$ cat config.mk
export PLATFORM = sky130hd
export DESIGN_NAME = alu_exec_unit
export DESIGN_NICKNAME = d
export VERILOG_FILES = /design/src/rtl/alu_exec_unit_pkg.sv /design/src/rtl/alu_iter_shifter.sv /design/src/rtl/alu_exec_unit.sv
export SDC_FILE = /design/constraint.sdc
export NUM_CORES = 1
export LEC_CHECK = 0
export BUFFER_PORTS_ARGS = -buffer_cell sky130_fd_sc_hd__buf_2
export CAP_MARGIN = 25
export CORE_MARGIN = 5
export CORE_UTILIZATION = 25
export CTS_CLUSTER_DIAMETER = 100
export DETAILED_ROUTE_END_ITERATION = 8
export PLACE_DENSITY_LB_ADDON = 0.08
export SLEW_MARGIN = 40
export SYNTH_ARGS = -nofsm -noshare
export SYNTH_HDL_FRONTEND = slang
export SYNTH_SLANG_ARGS = --single-unit
export TNS_END_PERCENT = 20
$ cat constraint.sdc
create_clock -name clk -period 4.3 [get_ports clk]
set_input_delay 0.86 -clock clk [delete_from_list [all_inputs] [get_ports clk]]
set_output_delay 0.86 -clock clk [all_outputs]
set_load 0.1 [all_outputs]
$ cat src/rtl/alu_exec_unit_pkg.sv
// Shared definitions for the execute stage.
// Op codes match the ALU controller's aluControl output.
package alu_exec_unit_pkg;

    localparam logic [3:0] ALU_ADD   = 4'b0000;
    localparam logic [3:0] ALU_SUB   = 4'b0001;
    localparam logic [3:0] ALU_SLL   = 4'b0010;
    localparam logic [3:0] ALU_XOR   = 4'b0011;
    localparam logic [3:0] ALU_SRL   = 4'b0100;
    localparam logic [3:0] ALU_SRA   = 4'b0101;
    localparam logic [3:0] ALU_OR    = 4'b0110;
    localparam logic [3:0] ALU_AND   = 4'b0111;
    localparam logic [3:0] ALU_SLT   = 4'b1000;
    localparam logic [3:0] ALU_BCMP  = 4'b1001;
    localparam logic [3:0] ALU_BEQ   = 4'b1010;
    localparam logic [3:0] ALU_UPIMM = 4'b1011;

    typedef enum logic [0:0] {
        IDLE,
        SHIFT
    } state_t;

    typedef enum logic [1:0] {
        SH_SLL,
        SH_SRL,
        SH_SRA
    } shift_kind_t;

    function automatic logic is_shift(input logic [3:0] op);
        return (op == ALU_SLL) || (op == ALU_SRL) || (op == ALU_SRA);
    endfunction

endpackage

$ cat src/rtl/alu_iter_shifter.sv
// Iterative shifter: moves up to SHIFT_PER_CYCLE bits per cycle.
// done is high in the cycle whose step finishes the shift.
module alu_iter_shifter
    import alu_exec_unit_pkg::*;
#(
    parameter int XLEN            = 32,
    parameter int SHIFT_PER_CYCLE = 1
) (
    input  logic                    clk,
    input  logic                    reset,
    input  logic                    flush,
    input  logic                    start,
    input  shift_kind_t             kind,
    input  logic [XLEN-1:0]         operand,
    input  logic [$clog2(XLEN)-1:0] shamt,
    output logic                    done,
    output logic [XLEN-1:0]         value
);

    localparam int CW = $clog2(XLEN) + 1;
    localparam logic [CW-1:0] SPC_W = CW'(SHIFT_PER_CYCLE);

    logic [XLEN-1:0] data_q;
    logic [CW-1:0]   rem_q;
    shift_kind_t     kind_q;
    logic [CW-1:0]   step;
    logic [XLEN-1:0] shifted;

    assign step = (rem_q < SPC_W) ? rem_q : SPC_W;

    always_comb begin
        shifted = data_q;
        case (kind_q)
            SH_SLL:  shifted = data_q << step;
            SH_SRL:  shifted = data_q >> step;
            SH_SRA:  shifted = $unsigned($signed(data_q) >>> step);
            default: shifted = data_q;
        endcase
    end

    assign done  = (rem_q != '0) && (rem_q <= SPC_W);
    assign value = shifted;

    always_ff @(posedge clk or posedge reset) begin
        if (reset) begin
            data_q <= '0;
            rem_q  <= '0;
            kind_q <= SH_SLL;
        end else if (flush) begin
            rem_q <= '0;
        end else if (start) begin
            data_q <= operand;
            rem_q  <= {1'b0, shamt};
            kind_q <= kind;
        end else if (rem_q != '0) begin
            data_q <= shifted;
            rem_q  <= rem_q - step;
        end
    end

endmodule

$ cat src/rtl/alu_exec_unit.sv
// Execute stage: single-cycle ALU ops, iterative shifts,
// one registered result with valid/ready stall hold.
module alu_exec_unit
    import alu_exec_unit_pkg::*;
#(
    parameter int XLEN            = 32,
    parameter int SHIFT_PER_CYCLE = 1
) (
    input  logic            clk,
    input  logic            reset,
    input  logic            flush,
    input  logic            inValid,
    output logic            inReady,
    input  logic [3:0]      aluControl,
    input  logic [XLEN-1:0] operandA,
    input  logic [XLEN-1:0] operandB,
    output logic            outValid,
    input  logic            outReady,
    output logic [XLEN-1:0] result,
    output logic            zero,
    output logic            ltSigned,
    output logic            ltUnsigned,
    output logic            illegalOp
);

    localparam int SW = $clog2(XLEN);

    state_t          state_q;
    state_t          state_d;
    logic [SW-1:0]   shamt;
    logic            accept;
    logic            long_shift;
    logic            lts_c;
    logic            ltu_c;
    logic            illegal_c;
    logic [XLEN-1:0] alu_res;
    shift_kind_t     kind;
    logic            sh_done;
    logic [XLEN-1:0] sh_value;
    logic            pend_lts;
    logic            pend_ltu;

    assign shamt      = operandB[SW-1:0];
    assign long_shift = is_shift(aluControl) && (shamt != '0);
    assign inReady    = !flush && (state_q == IDLE)
                        && (!outValid || outReady);
    assign accept     = inValid && inReady;
    assign lts_c      = $signed(operandA) < $signed(operandB);
    assign ltu_c      = operandA < operandB;
    assign illegal_c  = (aluControl[3:2] == 2'b11);

    always_comb begin
        kind = SH_SLL;
        if (aluControl == ALU_SRL) kind = SH_SRL;
        if (aluControl == ALU_SRA) kind = SH_SRA;
    end

    // Shift ops reaching here have shamt==0, so they pass A.
    always_comb begin
        alu_res = '0;
        case (aluControl)
            ALU_ADD:   alu_res = operandA + operandB;
            ALU_SUB,
            ALU_BCMP,
            ALU_BEQ:   alu_res = operandA - operandB;
            ALU_SLL,
            ALU_SRL,
            ALU_SRA:   alu_res = operandA;
            ALU_XOR:   alu_res = operandA ^ operandB;
            ALU_OR:    alu_res = operandA | operandB;
            ALU_AND:   alu_res = operandA & operandB;
            ALU_SLT:   alu_res = {{(XLEN-1){1'b0}}, ltu_c};
            ALU_UPIMM: alu_res = operandB;
            default:   alu_res = '0;
        endcase
    end

    alu_iter_shifter #(
        .XLEN            (XLEN),
        .SHIFT_PER_CYCLE (SHIFT_PER_CYCLE)
    ) u_shifter (
        .clk     (clk),
        .reset   (reset),
        .flush   (flush),
        .start   (accept && long_shift),
        .kind    (kind),
        .operand (operandA),
        .shamt   (shamt),
        .done    (sh_done),
        .value   (sh_value)
    );

    always_comb begin
        state_d = state_q;
        if (flush) begin
            state_d = IDLE;
        end else begin
            unique case (state_q)
                IDLE:  if (accept && long_shift) state_d = SHIFT;
                SHIFT: if (sh_done) state_d = IDLE;
            endcase
        end
    end

    always_ff @(posedge clk or posedge reset) begin
        if (reset) state_q <= IDLE;
        else       state_q <= state_d;
    end

    // Flags for a shift are parked until the shift completes.
    always_ff @(posedge clk or posedge reset) begin
        if (reset) begin
            outValid   <= 1'b0;
            result     <= '0;
            zero       <= 1'b0;
            ltSigned   <= 1'b0;
            ltUnsigned <= 1'b0;
            illegalOp  <= 1'b0;
            pend_lts   <= 1'b0;
            pend_ltu   <= 1'b0;
        end else if (flush) begin
            outValid <= 1'b0;
        end else if (state_q == SHIFT) begin
            if (sh_done) begin
                outValid   <= 1'b1;
                result     <= sh_value;
                zero       <= (sh_value == '0);
                ltSigned   <= pend_lts;
                ltUnsigned <= pend_ltu;
                illegalOp  <= 1'b0;
            end
        end else if (accept) begin
            if (long_shift) begin
                outValid <= 1'b0;
                pend_lts <= lts_c;
                pend_ltu <= ltu_c;
            end else begin
                outValid   <= 1'b1;
                result     <= alu_res;
                zero       <= (alu_res == '0);
                ltSigned   <= lts_c;
                ltUnsigned <= ltu_c;
                illegalOp  <= illegal_c;
            end
        end else if (outValid && outReady) begin
            outValid <= 1'b0;
        end
    end

endmodule

==> impl_metrics.ini, run 1 <==
[cells_and_area]
drive_above_1_share_pct = 27.3
synthToLayoutAreaGrowth_pct = 34.8
fill_cells = 4937
seq_area_sq_um = 2000
layout.cells.non_filler = 2558
num-nets-final = 2135
multi_input_area_sq_um = 8580
final_common_cell = buf_4
final_cell_mix = 335 x buf_4, 181 x a21oi_1, 179 x nand2_1

[floorplanning]
initial_core_util_pct = 25.1
die_h_microns = 223
die_x_microns = 223
die_area_sq_um = 49600
num_rows = 78
top_level_ports = 111
design.core.area_sq_um = 45100

[cts]
ctsRootBufferMaster = clkbuf_16
clk_latency_ns = 0.36
cts_tree = built
clock_path_buffers = 2
numCtsBuffers = 9
htree_levels = 3
cts.sinks = 80
clkSlewWorstSetupHoldPaths_ns = 0.07

[run_status]
status = completed

[yosys]
synth_top_area_share_pct = 17.7
synth_compound_area_share_pct = 35.3
ys_seq_area_share_pct = 17.7
yosysWarnings = 0
synth-xor-area-share_pct = 0.775
netlist_area_sq_um = 11300
synth-main-ff-cell = dfrtp_1
synth_simple_gate_area_share_pct = 20.7
synth_cells = 1605
avgSynthCellArea_sq_um = 7.04
synth_fa_ha_area_share_pct = 12.2
netlist_top_cells_area = dfrtp_1 18%, ha_1 12%, a21oi_1 8.1%, o21ai_0 6.8%, nand2_1 5.9%
synthMuxAreaShare_pct = 5.48
synthDistinctLibCells = 90
ys_ff_latch = 80
synthArstFlopShare_pct = 100
synth.net_count = 1787
synth_top_family_by_area = compound AO/OA/AOI/OAI gates
synth_top_area_cell = dfrtp_1
synth-edff-count = 0

[route]
vias = 13400
routed_via_density = 5.25
drt_iter0_markers = 1175
detail-route-antenna-nets = 0
route.detailed.drc = 0
wl_per_cell_microns = 21.8
wirelength_microns = 55800
drtPass1Iterations = 5

[sta]
rsz0062_at_grt = false
fin_ws_ns = 0.166
layout_min_cycle_time_ns = 4.13
post-route-period-util_pct = 96.1
finalSetupTns_ns = 0
max_freq_mhz = 242
worst_slew_pin_slew_ns = 0.820
setup_viol = 0
slew_headroom_pct = 45.4
slew_viol_final = 0
final_hold_viol_count = 0
skew_ns = 0.0108

[power_and_ir_drop]
switchingPower_mw = 2.76
ir_drop_mv = 0.308
p_sw_share_pct = 52.0
pwr-share-seq_pct = 24.3
p_comb_share_pct = 59.7
internal-power_mw = 2.55
clockPowerShare_pct = 16.0
power_density_nw_per_um2 = 348
p_leak_nw = 7.12

[setup_path]
cpPeakStageDelay_ns = 0.59
critPathArrivalTime_ns = 4.41
path_max_fanout = 3
cp_cell_sequence = clkbuf_4 -> inv_1 -> ha_2 -> fa_2 -> o21bai_4 -> nand3_2 -> a21oi_2 -> buf_6 -> a21oi_4 -> buf_4 -> o22ai_1 -> o21ai_0 -> a21oi_1 -> nor3_1 -> a311o_1 -> or4_1 -> o31ai_2
start_kind = input port
critical_path.slowest_cell = or4_1
required_ns = 4.57
crit_type = input port to flop
cp-end-kind = flop

[worst_hold_path]
hp-class = flop to flop

[global_routing]
gr-total-overflow = 0
grt_first_pass_wirelength_microns = 83300
grtUsageTotal_pct = 21.6
antenna_found_initial = 0
grt_pass1_vias = 13100
grt_start_max_net_pins = 69

[placed_design]
portBuffers = 110
dp_slack_ns = -0.378
placed_cells = 2541
place.gp.congestion = 0.917
hpwlAfterDp_microns = 45200

[job]
cap_violations = 0
cells in the mapped netlist, drive strengths merged, types with 18 or more instances:
master    n
a211oi   22
a21o     23
a21oi   185
a22o     32
buf      37
clkbuf   77
dfrtp    80
ha      107
inv     105
mux2i    54
nand2   179
nand3    30
nor2    160
nor2b    18
nor3     25
o21ai   159
o22ai    19
o31ai    24
flip-flops by register name, indices dropped and copies added, names as in the netlist:
name              cells
u_shifter.rem_q       6
ltUnsigned            1
pend_lts              1
zero                  1
pend_ltu              1
u_shifter.kind_q      2
state_q               1
result               32
u_shifter.data_q     32
outValid              1
ltSigned              1
illegalOp             1
worst max-delay path: cells and delay by family:
family | cells | cell delay (ns)
buf+inv | 4 | 0.53
simple gates | 3 | 0.79
compound gates | 8 | 1.64
fa+ha+maj | 2 | 0.59
cells by family after synthesis:
group,Yosys count
AOI/OAI and AO/OA,619
xor gates and xnor gates,10
adders and majority gates,109
buffers and inverters,220
DFF,80
muxes,61
and+or+nand+nor,506
stage by stage:
| step | instance area (sq um) | hold WS (ns) | utilization, % | total power [mW] |
|---|---|---|---|---|
| after floorplan | 11300 | 0.450 | - | 3.26 |
| after global placement | 14800 | 0.449 | 32.7 | 4.41 |
| after detailed placement | 14800 | 0.462 | 32.8 | 4.43 |
| after CTS | 15100 | 0.478 | 33.5 | 5.30 |
| after global routing | 15200 | 0.496 | 33.8 | 5.67 |
| final | 15200 | 0.473 | 33.8 | 5.31 |
layer usage:
layer	vias to the layer above	part of all wire, %	global-route usage, %	routed length [microns]
met3	69	5.1	1.97	2840
met1	6420	49	32.2	27100
met2	415	43	33.2	24300
met5	-	0	0	0
li1	6534	-	-	-
met4	0	2.9	6.30	1600
path summary, 6_finish.rpt:
kind	from	endpoint	slack, ns	cells after the start
min in group asynchronous	reset	result[26]	0.51	2
max in group asynchronous	reset	result[2]	3.21	3
hold / removal	result[15]	result[15]	0.47	2
setup reg to reg	u_shifter.rem_q[2]	zero	0.38	11
hold reg to reg	result[15]	result[15]	0.47	2
setup / recovery	operandA[0]	zero	0.17	17
final cells by class:
type / count / area share (%)
multi-input combinational: 1305 / 56.3
sequential: 80 / 13.1
clock buffer: 9 / 1.48
clock inverter: 6 / 0.558
inverter: 106 / 2.65
antenna: 1 / 0.0164
timing repair buffer: 451 / 20.9
tap: 600 / 4.93
timing repair:
item,4_1_cts,5_1_grt
gates resized for setup,1,34
hold buffers,0,0
buffers inserted,0,1
pin swaps,0,14
setup endpoints to repair,1,1
power groups by stage:
stage | Clock (mW) | Combinational [mW] | Sequential, mW
floorplan | 0 | 1.34 | 1.92
global placement | 0 | 3.12 | 1.29
detailed placement | 0 | 3.13 | 1.30
CTS | 0.870 | 3.14 | 1.29
global route | 0.891 | 3.44 | 1.33
finish | 0.850 | 3.17 | 1.29
Note: power is estimated with default switching activity, not from simulation.
==> inputs of run 2 (changes only) <==
--- a/config.mk
+++ b/config.mk
@@ -5,6 +5,7 @@
 export SDC_FILE = /design/constraint.sdc
 export NUM_CORES = 1
 export LEC_CHECK = 0
+export ABC_AREA = 1
 export BUFFER_PORTS_ARGS = -buffer_cell sky130_fd_sc_hd__buf_2
 export CAP_MARGIN = 25
 export CORE_MARGIN = 5
==> run 2 against run 1 <==
Via count is 0.99% higher. Routed wire length is 3.2% higher. Clock skew is 0.0037 ns lower. Register-to-register slack better by 0.88 ns. Setup slack better by 0.53 ns. Count of clock-buffer cells in the layout stayed put. Critical endpoint unchanged. Worst hold slack better by 0.0075 ns. Final cell count is 7.3% higher. Combinational power is 68% higher. Clock power is 8.4% lower.
==> impl_metrics.ini, run 2 <==
[power_and_ir_drop]
ir_drop_mv = 0.436
p_leak_nw = 7.39
internal-power_mw = 2.77
p_sw_share_pct = 62.4
pwr-share-seq_pct = 17.1
power_density_nw_per_um2 = 560
p_comb_share_pct = 72.3
clockPowerShare_pct = 10.6
switchingPower_mw = 4.61

[yosys]
netlist_area_sq_um = 11800
yosysWarnings = 0
synth-edff-count = 0
synth_top_area_cell = nand2_1
synth-main-ff-cell = dfrtp_1
ys_ff_latch = 80
avgSynthCellArea_sq_um = 5.72
synth_cells = 2054
synth_top_area_share_pct = 20.4
synthDistinctLibCells = 50
synth.net_count = 2236
ys_seq_area_share_pct = 17.0
synthTopCellsByCount = 640 x nand2_1, 355 x inv_1, 206 x nor2_1
netlist_top_cells_area = nand2_1 20%, dfrtp_1 17%, ha_1 11%, inv_1 11%, nand3_1 6.7%
yosysMostFrequentCell = nand2_1
synthArstFlopShare_pct = 100

[floorplanning]
initial_core_util_pct = 25.3
design.core.area_sq_um = 46600
num_rows = 79
die_area_sq_um = 51500
die_h_microns = 227
top_level_ports = 111
die_x_microns = 227

[route]
vias = 13600
wirelength_microns = 57600
wl_per_cell_microns = 21.0
drt_iter0_markers = 1471
route.detailed.drc = 0
routed_via_density = 4.94
drtPass1Iterations = 6
detail-route-antenna-nets = 0

[placed_design]
place.gp.congestion = 0.935
placed_cells = 2728
portBuffers = 110
hpwlAfterDp_microns = 46600

[sta]
skew_ns = 0.00718
slew_headroom_pct = 53.2
setup_viol = 0
layout_min_cycle_time_ns = 3.61
rsz0062_at_grt = false
max_freq_mhz = 277
slew_viol_final = 0
finalSetupTns_ns = 0
worst_slew_pin_slew_ns = 0.701
final_hold_viol_count = 0
post-route-period-util_pct = 83.9

[job]
cap_violations = 0

[cts]
clk_latency_ns = 0.36
cts.sinks = 80
htree_levels = 3
postCtsSetupRepairBufs = 0
ctsResizeCount = 0
ctsRootBufferMaster = clkbuf_16
hold_buffers = 0
clock_path_buffers = 2
cts_tree = built
clkSlewWorstSetupHoldPaths_ns = 0.06
numCtsBuffers = 9

[worst_hold_path]
hold_depth = 2
hp-class = flop to flop

[cells_and_area]
fill_cells = 5357
layout.cells.non_filler = 2745
final_common_cell = nand2_1
synthToLayoutAreaGrowth_pct = 12.0
num-nets-final = 2314
final_cell_mix = 638 x nand2_1, 354 x inv_1, 204 x nor2_1
drive_above_1_share_pct = 9.87
largestRegisters = result (32), u_shifter.data_q (32), u_shifter.rem_q (6)

[global_routing]
grt_pass1_vias = 12800
gr-total-overflow = 0
antenna_found_initial = 3
grt_start_max_net_pins = 56
grtUsageTotal_pct = 21.9
grt_first_pass_wirelength_microns = 84300

[setup_path]
crit_type = input port to flop
required_ns = 4.58
critPathArrivalTime_ns = 3.89
path_max_fanout = 9
cp-end-kind = flop
start_kind = input port
r2r_cells = 10

[run_status]
status = completed
run 2: worst paths after layout:
path                                          from              endpoint  slack [ns]
worst min register to register           result[4]             result[4]        0.48
worst max register to register  u_shifter.rem_q[3]  u_shifter.data_q[11]        1.26
worst max-delay path                   operandA[9]                  zero        0.69
min in group asynchronous                    reset  u_shifter.data_q[22]        0.53
worst min-delay path                     result[4]             result[4]        0.48
max in group asynchronous                    reset    u_shifter.rem_q[1]        2.90
run 2: logic make-up after synthesis:
family | synth area share [%]
buffers and inverters | 15.9
AND/OR/NAND/NOR | 37.8
flip-flops | 17.0
XOR/XNOR | 0.372
AO/OA/AOI/OAI | 17.2
adder cells (fa/ha/maj) | 11.7
run 2: critical path, stage by stage:
cell     delay (ns)
buf_2          0.23
inv_1          0.08
ha_1           0.54
nand2_2        0.13
nor2_1         0.30
and3_1         0.21
nand2_1        0.10
nand2_1        0.20
nand2_1        0.07
nand3_1        0.08
nand2_1        0.06
nor2_1         0.39
nand2_1        0.10
nor2_1         0.12
nand3_1        0.11
nor2_1         0.10
nand3_1        0.07
a21oi_1        0.13
run 2: power groups by stage:
stage          sequential [mW]  clock [mW]  combinational [mW]
5_1_grt                   1.30       0.831                5.83
3_3_place_gp              1.28           0                5.36
3_5_place_dp              1.27           0                5.33
6_report                  1.26       0.779                5.34
2_1_floorplan             2.28           0                2.79
4_1_cts                   1.27       0.808                5.34
run 2: cell type report:
| type | instances | area [sq um] | share of cell area (%) |
|---|---|---|---|
| antenna | 1 | 2.50 | 0.0190 |
| sequential | 80 | 2000 | 15.2 |
| multi-input combinational | 1526 | 7900 | 60.0 |
| timing repair buffer | 150 | 851 | 6.46 |
| tap | 607 | 759 | 5.77 |
| inverter | 365 | 1370 | 10.4 |
| clock inverter | 7 | 62.6 | 0.475 |
| clock buffer | 9 | 225 | 1.71 |
run 2: per-layer routing:
layer	GRT usage (%)	part of all wire (%)	wire, microns
met1	32.2	48	27600
met2	35.8	45	26000
met3	1.67	5.5	3160
met4	3.57	1.4	825
met5	0	0.023	13
run 2: through the flow:
stage	instance area, sq um	hold slack, ns	power [mW]	util [%]	setup slack (ns)
2_1_floorplan	11800	0.448	5.06	-	0.780
3_3_place_gp	12900	0.465	6.64	27.6	0.399
6_report	13200	0.480	7.38	28.3	0.693
4_1_cts	13200	0.484	7.42	28.3	0.772
5_1_grt	13200	0.500	7.97	28.3	0.556
3_5_place_dp	12900	0.469	6.60	27.7	0.385
